===== src/rtl/pipe_adder_pkg.sv =====
// rtl/pipe_adder_pkg.sv - shared constants and operation encoding for pipe_adder
package pipe_adder_pkg;

  localparam int PIPE_ADDER_WIDTH  = 32;
  localparam int PIPE_ADDER_STAGES = 2;

  typedef enum logic {
    OP_ADD = 1'b0,
    OP_SUB = 1'b1
  } op_e;

endpackage


===== src/rtl/pipe_adder_chunk.sv =====
// rtl/pipe_adder_chunk.sv - one CW-bit slice of the carry-chunked adder
module pipe_adder_chunk
  import pipe_adder_pkg::*;
#(
  parameter int CW = 16
) (
  input  logic [CW-1:0] a,
  input  logic [CW-1:0] b,
  input  logic          cin,
  output logic [CW-1:0] sum,
  output logic          cout
);

  assign {cout, sum} = {1'b0, a} + {1'b0, b} + {{CW{1'b0}}, cin};

endmodule


===== src/rtl/pipe_adder.sv =====
// rtl/pipe_adder.sv - STAGES-deep chunked add/sub pipeline, flags under PIPE_ADDER_FLAGS_EN
module pipe_adder
  import pipe_adder_pkg::*;
#(
  parameter int WIDTH  = PIPE_ADDER_WIDTH,
  parameter int STAGES = PIPE_ADDER_STAGES
) (
  input  logic             clk,
  input  logic             rst_n,
  input  logic             in_valid,
  output logic             in_ready,
  input  logic [WIDTH-1:0] in1,
  input  logic [WIDTH-1:0] in2,
  input  logic             sub,
  output logic             out_valid,
  input  logic             out_ready,
  output logic [WIDTH-1:0] adder_out,
  output logic             carry_out
`ifdef PIPE_ADDER_FLAGS_EN
  ,
  output logic             overflow,
  output logic             zero
`endif
);

  localparam int CW   = WIDTH / STAGES;
  localparam int LAST = STAGES - 1;

  op_e  op;
  logic stall;

  // Per-stage inputs: stage 0 sees the ports, stage k sees rank k-1.
  logic [WIDTH-1:0] a_in [STAGES];
  logic [WIDTH-1:0] b_in [STAGES];
  logic [WIDTH-1:0] s_in [STAGES];
  logic             c_in [STAGES];
  logic             v_in [STAGES];

  logic [CW-1:0]    chunk_sum  [STAGES];
  logic             chunk_cout [STAGES];

  logic [STAGES-1:0]            valid_q, valid_d;
  logic [STAGES-1:0]            carry_q, carry_d;
  logic [STAGES-1:0][WIDTH-1:0] sum_q,   sum_d;

`ifdef PIPE_ADDER_FLAGS_EN
  logic ovf_q, ovf_d;
  logic zero_q, zero_d;
`endif

  assign op    = sub ? OP_SUB : OP_ADD;
  assign stall = valid_q[LAST] && !out_ready;

  // Subtraction enters as A + ~B with carry-in 1.
  assign a_in[0] = in1;
  assign b_in[0] = (op == OP_SUB) ? ~in2 : in2;
  assign s_in[0] = '0;
  assign c_in[0] = (op == OP_SUB);
  assign v_in[0] = in_valid;

  for (genvar k = 1; k < STAGES; k++) begin : g_link
    assign s_in[k] = sum_q[k-1];
    assign c_in[k] = carry_q[k-1];
    assign v_in[k] = valid_q[k-1];
  end

  if (STAGES > 1) begin : g_skew
    logic [STAGES-2:0][WIDTH-1:0] a_q, a_d, b_q, b_d;

    for (genvar k = 1; k < STAGES; k++) begin : g_tap
      assign a_in[k] = a_q[k-1];
      assign b_in[k] = b_q[k-1];
    end

    // Operand words move one rank per cycle alongside their partial sum
    always_comb begin
      a_d = '0;
      b_d = '0;
      for (int k = 0; k < STAGES - 1; k++) begin
        a_d[k] = a_in[k];
        b_d[k] = b_in[k];
      end
    end

    // Skew ranks hold with the rest of the pipeline on a stall
    always_ff @(posedge clk) begin
      if (!rst_n) begin
        a_q <= '0;
        b_q <= '0;
      end else if (!stall) begin
        a_q <= a_d;
        b_q <= b_d;
      end
    end
  end

  for (genvar k = 0; k < STAGES; k++) begin : g_stage
    pipe_adder_chunk #(.CW(CW)) u_chunk (
      .a    (a_in[k][k*CW +: CW]),
      .b    (b_in[k][k*CW +: CW]),
      .cin  (c_in[k]),
      .sum  (chunk_sum[k]),
      .cout (chunk_cout[k])
    );
  end

  // Each rank adds its own chunk and keeps the already finished lower chunks
  always_comb begin
    valid_d = '0;
    carry_d = '0;
    sum_d   = '0;
    for (int k = 0; k < STAGES; k++) begin
      valid_d[k]            = v_in[k];
      sum_d[k]              = s_in[k];
      sum_d[k][k*CW +: CW]  = chunk_sum[k];
      carry_d[k]            = chunk_cout[k];
    end
`ifdef PIPE_ADDER_FLAGS_EN
    zero_d = (sum_d[LAST] == '0);
    ovf_d  = (a_in[LAST][WIDTH-1] == b_in[LAST][WIDTH-1]) &&
             (sum_d[LAST][WIDTH-1] != a_in[LAST][WIDTH-1]);
`endif
  end

  // All ranks advance together unless the output beat is stalled
  always_ff @(posedge clk) begin
    if (!rst_n) begin
      valid_q <= '0;
      carry_q <= '0;
      sum_q   <= '0;
`ifdef PIPE_ADDER_FLAGS_EN
      ovf_q   <= 1'b0;
      zero_q  <= 1'b0;
`endif
    end else if (!stall) begin
      valid_q <= valid_d;
      carry_q <= carry_d;
      sum_q   <= sum_d;
`ifdef PIPE_ADDER_FLAGS_EN
      ovf_q   <= ovf_d;
      zero_q  <= zero_d;
`endif
    end
  end

  assign in_ready  = !stall;
  assign out_valid = valid_q[LAST];
  assign adder_out = sum_q[LAST];
  assign carry_out = carry_q[LAST];
`ifdef PIPE_ADDER_FLAGS_EN
  assign overflow  = ovf_q;
  assign zero      = zero_q;
`endif

endmodule


===== config.mk =====
export PLATFORM = sky130hd
export DESIGN_NAME = pipe_adder
export DESIGN_NICKNAME = d
export VERILOG_FILES = /design/src/rtl/pipe_adder_pkg.sv /design/src/rtl/pipe_adder_chunk.sv /design/src/rtl/pipe_adder.sv
export SDC_FILE = /design/constraint.sdc
export NUM_CORES = 1
export LEC_CHECK = 0
export CELL_PAD_IN_SITES_DETAIL_PLACEMENT = 2
export CELL_PAD_IN_SITES_GLOBAL_PLACEMENT = 2
export CORE_AREA = 2 2 137 139
export CTS_CLUSTER_DIAMETER = 100
export CTS_CLUSTER_SIZE = 28
export DETAILED_ROUTE_END_ITERATION = 10
export DIE_AREA = 0 0 139 141
export PLACE_DENSITY = 0.75
export REMOVE_ABC_BUFFERS = 1
export SETUP_SLACK_MARGIN = 0.1
export SLEW_MARGIN = 20
export SYNTH_ARGS = -nofsm -noshare
export SYNTH_HDL_FRONTEND = slang
export SYNTH_HIERARCHICAL = 1
export SYNTH_SLANG_ARGS = --single-unit

===== constraint.sdc =====
create_clock -name clk -period 3.8 [get_ports clk]
set_input_delay 1.14 -clock clk [delete_from_list [all_inputs] [get_ports clk]]
set_output_delay 1.14 -clock clk [all_outputs]
set_load 0.02 [all_outputs]

# ---- Word level (Yosys, flattened, before mapping)
# Index checks and enable logic that the tools add are counted.
dict set report word_totals {
  out_inout_bits 35
  inputBits 69
  wordCells 16
  register_bits 116
}
dict set report classes {
  bitwise 1
  addsub 4
  n_mux 2
  reduce_logical 3
}
# op n
set op_table {}
lappend op_table {{16-bit by 16-bit adder with 17-bit output} 2}
lappend op_table {{17-bit by 1-bit adder with 17-bit output} 2}
lappend op_table {{32-bit two-way mux} 1}
lappend op_table {{32-bit NOT} 1}
lappend op_table {{1-bit zero test} 2}
lappend op_table {{1-bit logical AND} 1}
lappend op_table {{1-bit two-way mux} 1}

# ---- Logic depth before layout (Yosys ltp)
# Gate-level depths: netlist of the first run.
dict set report logic_depth {
  ltp_word 4
  depth_mapped 13
  ltp_nobuf 11
}

# ---- By module
# The synthesis of the first run kept the hierarchy.
# mod cells_each seq_area_each_um2 area_each_um2 n_inst
set modules_own_cells {}
lappend modules_own_cells {pipe_adder 383 1681.6 3353.2 1}
lappend modules_own_cells {{pipe_adder_chunk (g_stage[0].u_chunk)} 89 0.0 733.2 1}
lappend modules_own_cells {{pipe_adder_chunk (g_stage[1].u_chunk)} 91 0.0 726.9 1}

# ---- Worst setup path after synthesis of the first run
# No wires, ideal clock.
dict set report synth_path {
  kind {in2reg}
  from {input port sub}
  to {register sum_q (netlist bit s_in[10])}
  setup_ps 70
  path_buffers 2
  slack_ps 41
  required_time_ps 3730
  arrival_ps 3689
  cell_stages 13
  path_cell_list {buf_2 -> buf_4 -> xor2_1 -> fa_1 -> fa_1 -> a21oi_2 -> o21ai_2 -> a2111oi_2 -> o31ai_1 -> a21oi_1 -> xnor2_1 -> nand2_1 -> a21boi_1}
}
# element line_no
set synth_rtl {}
lappend synth_rtl {{start: declaration} pipe_adder.sv:14} ;# input logic sub,
lappend synth_rtl {{end signal: assignment} pipe_adder.sv:138} ;# sum_q <= sum_d;
lappend synth_rtl {{end: declaration} pipe_adder.sv:44} ;# logic [STAGES-1:0][WIDTH-1:0] sum_q, sum_d;

==> flow_summary_export.csv, run 1 <==
group,metric,value,unit
global_routing,grt_overflow,0,
clocking,cts_root_buffer,"clkbuf_16",
finish,layout_commonest_cell,"nand2_1",
sta,slew_violations,0,
critical_path,crit_chain,"clkdlybuf4s50_1 > fa_2 > fa_2 > a21oi_4 > o21ai_4 > a2111oi_4 > o31ai_1 > a21oi_1 > xnor2_1 > nand2_1 > a21boi_1",
finish,drive_gt1_share,7.42,%
route,firstDrtPassIters,4,
critical_path,critPathMostFrequentCell,"fa_2",
sta,skew,6.84,ps
clocking,cts_buffer_depth,2,
synth,ys_seq_area_share,34.9,%
global_routing,grt_usage,15.2,%
power,combinationalPowerShare,28.9,%
sta,tightest_slew,1010,ps
min_path,hold_start,"adder_out[24]$_SDFFE_PN0N_",
critical_path,path_max_fanout,2,
synth,netlist_instances,563,
placement,placedInstanceArea,5970,um2
clocking,cts_tree,"yes",
placement,globalplace.congestion,0.811,
placement,placed_cells,874,
sta,setup_tns,0,ps
critical_path,crit_path_start,"in1[0]",
run_status,status,"finished clean",
sta,setup_viol,0,
synth,yosysUniqueCellTypes,54,
power,ir_worst_vdd,0.206,mV
global_routing,grt_pass1_vias,4894,
min_path,worst_hold_path_type,"register to register",
clocking,clock_latency,340,ps
finish,n_fill_cell,2042,
finish,design_area,6340,um2
route,routedWlPerCell,16.4,um
route,vias,4274,
placement,post-dp-hpwl,10.3,mm
floorplanning,core_area,18300,um2
placement,port_buffers,103,
sta,fin_crit,3560,ps
critical_path,start_kind,"input port",
clocking,clkTransAtPathRegs,60,ps
power,leakage,2.59,nW
finish,final_cells,894,
finish,final_net_count,759,
synth,synth_top_flop_cell,"dfxtp_1",
power,switching_share,30.0,%
critical_path,cp_slowest_stage_delay,450,ps
global_routing,antenna_found_initial,0,
floorplanning,die_x,139,um
critical_path,crit_required,4070,ps
critical_path,critPathKind,"input port to register",
synth,avgSynthCellArea,8.55,um2
route,ant_nets,0,
finish,layout-area-overhead-vs-synth,31.8,%
sta,finalHoldViolations,0,
floorplanning,dieHeight,141,um
power,power_frac_seq,37.7,%
floorplanning,start_util,26.3,%
power,clkPwrFrac,33.4,%
floorplanning,ioPinCount,104,
clocking,cts_htree_levels,3,
floorplanning,die-area,19600,um2
power,p_int,1.94,mW
power,pwr_density_cell,436,nW/um2
finish,diodes,0,
synth,synthArstFlopShare,0,%
finish,final_cell_mix,"148 x nand2_1, 100 x clkdlybuf4s50_1, 84 x dfxtp_1",
sta,rsz0062_at_grt,"no",
critical_path,critPathSlowestCell,"clkdlybuf4s50_1",
route,avgViaCountPerCell,4.78,
route,drc_errors,0,
synth,yosysWarnings,6,
synth,synth_edf_count,0,
sta,post-route-period-util,93.8,%
synth,netlist_area,4810,um2
job,cap_violations,0,
finish,fin_util,34.7,%
sta,relSlewSlack,32.9,%
critical_path,rr_startpoint,"g_skew.a_q[16]$_SDFFE_PN0N_",
route,routed_wl,14.7,mm
synth,synth_seq_cells,84,
global_routing,grt_max_degree,100,
critical_path,critical_path_arrival,3840,ps
floorplanning,row_count,50,
clocking,numCtsBuffers,9,
route,drt_iter0_markers,79,
clocking,clock_sinks,84,
sta,max_clock_freq,281,MHz
power,p_switching,0.829,mW
global_routing,grt_pass1_wl,24.3,mm
critical_path,cp-end-kind,"register",
-- registers in the layout, summed over array words and instances (netlist names) --
register,count
valid_q,2
s_in,16
carry_q,2
g_skew.b_q,16
g_skew.a_q,16
adder_out,32
-- area by class of cell --
class                      count  area, um2  area share, %
clock buffer                   9        225           3.55
inverter                       5       21.3          0.335
sequential                    84       1680           26.5
tap                          234        293           4.62
clock inverter                 6       80.1           1.26
timing repair buffer         115       1110           17.6
multi-input combinational    441       2930           46.2
-- cell usage after synthesis, types with 4 or more instances --
library cell    n  area share [%]
a21boi_1       67              10
a21o_1          8             1.2
a21oi_1        35             3.6
a31oi_1         4            0.52
buf_2           9            0.94
buf_4          11             1.7
buf_6           5             1.2
clkbuf_1        8            0.62
dfxtp_1        84              35
fa_1            4             1.7
ha_1           30             7.8
inv_1           4            0.31
nand2_1       148              12
nand3_1         5            0.52
nor2_1          5            0.39
o21a_1          4            0.62
o21ai_0        22             2.3
o21ai_1         4            0.42
o21bai_1        5            0.78
xnor2_1        29             5.3
xor2_1         30             5.5
-- cell families after synthesis --
logic type | count (synthesis) | share of synthesized area (%)
adders and majority gates | 34 | 9.46
AOI/OAI and AO/OA | 174 | 25.2
buffers and inverters | 38 | 4.89
DFF | 84 | 34.9
and+or+nand+nor | 174 | 14.8
xor gates and xnor gates | 59 | 10.7
-- stage by stage --
step	setup WS (ps)	hold WS [ps]	total power [mW]
after floorplan	226	431	1.52
after global placement	-239	437	1.80
after detailed placement	-343	449	1.84
after CTS	141	458	2.80
after global routing	91.8	473	2.94
final	237	452	2.77
-- final timing paths --
check                           slack, ps                    endpoint  depth (start not counted)
worst max-delay path                  240       s_in[10]$_SDFFE_PN0N_                         11
worst min register to register        450  adder_out[24]$_SDFFE_PN0N_                          2
worst min-delay path                  450  adder_out[24]$_SDFFE_PN0N_                          2
worst max register to register        820  adder_out[30]$_SDFFE_PN0N_                          9
-- power groups by stage --
stage                     registers (mW)  clock network (mW)  logic (mW)
after CTS                           1.04               0.962       0.793
after global routing                1.06               0.997       0.890
after global placement              1.06                   0       0.742
final                               1.04               0.925       0.798
after floorplan                     1.10                   0       0.421
after detailed placement            1.06                   0       0.774
-- worst max-delay path, delay by kind of cell --
family                     cells  cell delay, ps
xor gates and xnor gates       1             150
and+or+nand+nor                1              70
AOI/OAI and AO/OA              6            1170
buffers and inverters          1             450
adders and majority gates      2             850
-- routing by layer --
layer	GRT usage [%]	wire, um
met5	0	0
met4	5.95	313
met3	2.68	498
met2	28.1	7630
met1	17.5	6210
-- what timing repair did --
item | 4_1_cts | 5_1_grt
resized for setup | 2 | 4
hold buffers | 0 | 0
pin swaps | 2 | 8
endpoints found under the setup margin | 2 | 4
endpoints found under the hold margin | 0 | 0
gates cloned | 0 | 0
setup buffers | 1 | 4
No activity file was read; power rests on OpenSTA's default activity.
==> run 2, diff against run 1 <==
- ABC_AREA: default -> 1
- CORE_AREA: 2 2 137 139 -> 2 2 150 152
- DIE_AREA: 0 0 139 141 -> 0 0 152 154
- PLACE_DENSITY: 0.75 -> 0.77
==> run 2 against run 1 <==
Worst hold slack improved by 38 ps. Critical path depth shrank 7. Clock skew grew 1.7 ps. Area after synthesis grew 17%. Via count is 28% higher. Worst setup slack got worse by 15 ps. Utilization decreased by 1.7 points. Critical endpoint is now in_ready. Highest routed layer is now met5.
==> flow_summary_export.csv, run 2 <==
group,metric,value,unit
global_routing,grtUsageMet2,28.5,%
clocking,clkTransAtPathRegs,60,ps
min_path,hold_start,"s_in[11]$_SDFFE_PN0N_",
synth,synth_seq_cells,84,
sta,setup_viol,0,
synth,netlist_area,5610,um2
global_routing,grt_usage,14.7,%
critical_path,timing.rr.end,"adder_out[30]$_SDFFE_PN0N_",
sta,tightest_slew,710,ps
floorplanning,core_area,21700,um2
min_path,worst_hold_path_type,"register to register",
global_routing,grt_max_degree,85,
finish,drive_gt1_share,7.58,%
route,drc_errors,0,
floorplanning,die-area,23400,um2
synth,synth_most_common_cell,"nand2_1",
finish,fin_util,33.0,%
placement,place_ws,217,ps
synth,yosysWarnings,6,
finish,multi_input_area,3330,um2
finish,diodes,0,
critical_path,crit_chain,"clkdlybuf4s50_1 > inv_2 > nand2_4 > clkdlybuf4s50_1",
sta,finalHoldViolations,0,
clocking,clock_latency,350,ps
synth,synth_top_cells_by_count,"221 x nand2_1, 184 x nor2_1, 90 x inv_1, 84 x dfxtp_1, 67 x o21bai_1",
floorplanning,die_x,152,um
route,vias,5470,
sta,setup_slack,222,ps
synth,synth.largest_area_cell,"dfxtp_1",
route,routed_wl,16.6,mm
placement,globalplace.congestion,0.778,
power,pwr_density_cell,392,nW/um2
critical_path,cp-end-kind,"output port",
critical_path,crit_required,2660,ps
global_routing,grtUsageMet1,16.0,%
finish,largest_reg_flops,32,
min_path,holdPathEnd,"adder_out[11]$_SDFFE_PN0N_",
floorplanning,start_util,25.9,%
synth,ys_seq_area_share,30.0,%
global_routing,grt_overflow,0,
global_routing,grt_pass1_vias,5886,
critical_path,critPathSlowestCell,"clkdlybuf4s50_1",
run_status,status,"finished clean",
critical_path,reg2reg_depth,12,
clocking,ctsResizeCount,0,
route,firstDrtPassIters,4,
power,ir_worst_vdd,0.177,mV
clocking,clock_sinks,84,
route,ant_nets,0,
clocking,cts_root_buffer,"clkbuf_16",
sta,fin_crit,3580,ps
synth,synth_area_leaders,"dfxtp_1 30%, nand2_1 15%, nor2_1 12%",
global_routing,use_met3,2.59,%
critical_path,ff2ff_setup_slack,1560,ps
floorplanning,dieHeight,154,um
route,avgViaCountPerCell,4.49,
placement,post-dp-hpwl,12.6,mm
synth,synth_top_area_share,30.0,%
clocking,cts_hold_buf,0,
finish,final_cells,1217,
critical_path,path_max_fanout,2,
critical_path,critPathKind,"input port to output port",
critical_path,rr_startpoint,"g_skew.a_q[16]$_SDFFE_PN0N_",
synth,avgSynthCellArea,6.66,um2
floorplanning,ioPinCount,104,
global_routing,grt_pass1_wl,28.3,mm
finish,seqCellArea,1680,um2
finish,n_fill_cell,2592,
placement,placed_cells,1201,
finish,final_net_count,1035,
clocking,post-cts-setup-buffers,0,
synth,yosysUniqueCellTypes,31,
synth,synth_edf_count,0,
synth,synth_top_flop_cell,"dfxtp_1",
sta,slew_violations,0,
finish,layout_commonest_cell,"nand2_1",
finish,layout-area-overhead-vs-synth,27.6,%
route,drt_iter0_markers,127,
critical_path,critical_path_arrival,2440,ps
sta,setup_tns,0,ps
job,cap_violations,0,
global_routing,antenna_found_initial,1,
clocking,cts_htree_levels,3,
synth,synthArstFlopShare,0,%
sta,post-route-period-util,94.2,%
critical_path,start_kind,"input port",
sta,skew,8.49,ps
power,leakage,3.49,nW
clocking,cts_tree,"yes",
floorplanning,row_count,54,
critical_path,cp_slowest_stage_delay,610,ps
sta,max_clock_freq,279,MHz
finish,final_cell_mix,"221 x nand2_1, 184 x nor2_1, 102 x clkdlybuf4s50_1",
synth,netlist_instances,843,
clocking,cts_buffer_depth,2,
critical_path,critPathMostFrequentCell,"clkdlybuf4s50_1",
route,routedWlPerCell,13.6,um
placement,port_buffers,103,
sta,rsz0062_at_grt,"no",
sta,relSlewSlack,52.7,%
global_routing,grt_busiest_layer,"met2",
clocking,numCtsBuffers,9,
min_path,holdPathStages,2,
==> run 2: worst max-delay path by stage <==
stage               from                   end  cells past startpoint  slack [ps]
2_1_floorplan        sub  s_in[8]$_SDFFE_PN0N_                     11         920
3_3_place_gp   out_ready              in_ready                      4         220
6_report       out_ready              in_ready                      4         220
5_1_grt        out_ready              in_ready                      4         170
3_5_place_dp   out_ready              in_ready                      4         220
4_1_cts        out_ready              in_ready                      4         220
==> run 2: critical path: cells and delay by family <==
family	cells	cell delay (ps)
buffers and inverters	3	1230
AND/OR/NAND/NOR	1	70
==> run 2: layout make-up <==
class / instances / area share (%)
sequential: 84 / 23.5
multi-input combinational: 624 / 46.6
clock inverter: 7 / 1.05
inverter: 102 / 5.35
timing repair buffer: 111 / 15.5
clock buffer: 9 / 3.15
tap: 280 / 4.89
==> run 2: power breakdown <==
| part | internal [mW] | leakage, nW | total (mW) | switching (mW) |
|---|---|---|---|---|
| logic | 0.381 | 2.64 | 0.866 | 0.485 |
| clock network | 0.514 | 0.150 | 0.897 | 0.383 |
| registers | 0.983 | 0.697 | 1.04 | 0.0610 |
==> run 2: layer usage <==
metal	routed length (um)	vias to the layer above
met5	7	-
met4	365	2
met3	411	23
met2	8700	80
met1	7070	2606
li1	-	2759
==> run 2: cell families (layout without fill, tap and decap cells) <==
logic type / Yosys count / in the layout / synth area share, %
and+or+nand+nor: 476 / 476 / 35.9
xor gates and xnor gates: 30 / 30 / 4.68
AOI/OAI and AO/OA: 84 / 84 / 10.7
buffers and inverters: 135 / 229 / 10.6
adders and majority gates: 34 / 34 / 8.11
DFF: 84 / 84 / 30.0
==> run 2: per-stage QoR <==
stage / area (um2) / hold WS [ps] / total power [mW]
5_1_grt: 7160 / 516 / 3.02
3_3_place_gp: 6860 / 452 / 1.92
4_1_cts: 7160 / 494 / 2.88
2_1_floorplan: 5400 / 436 / 1.60
6_report: 7160 / 490 / 2.81
3_5_place_dp: 6860 / 481 / 1.95
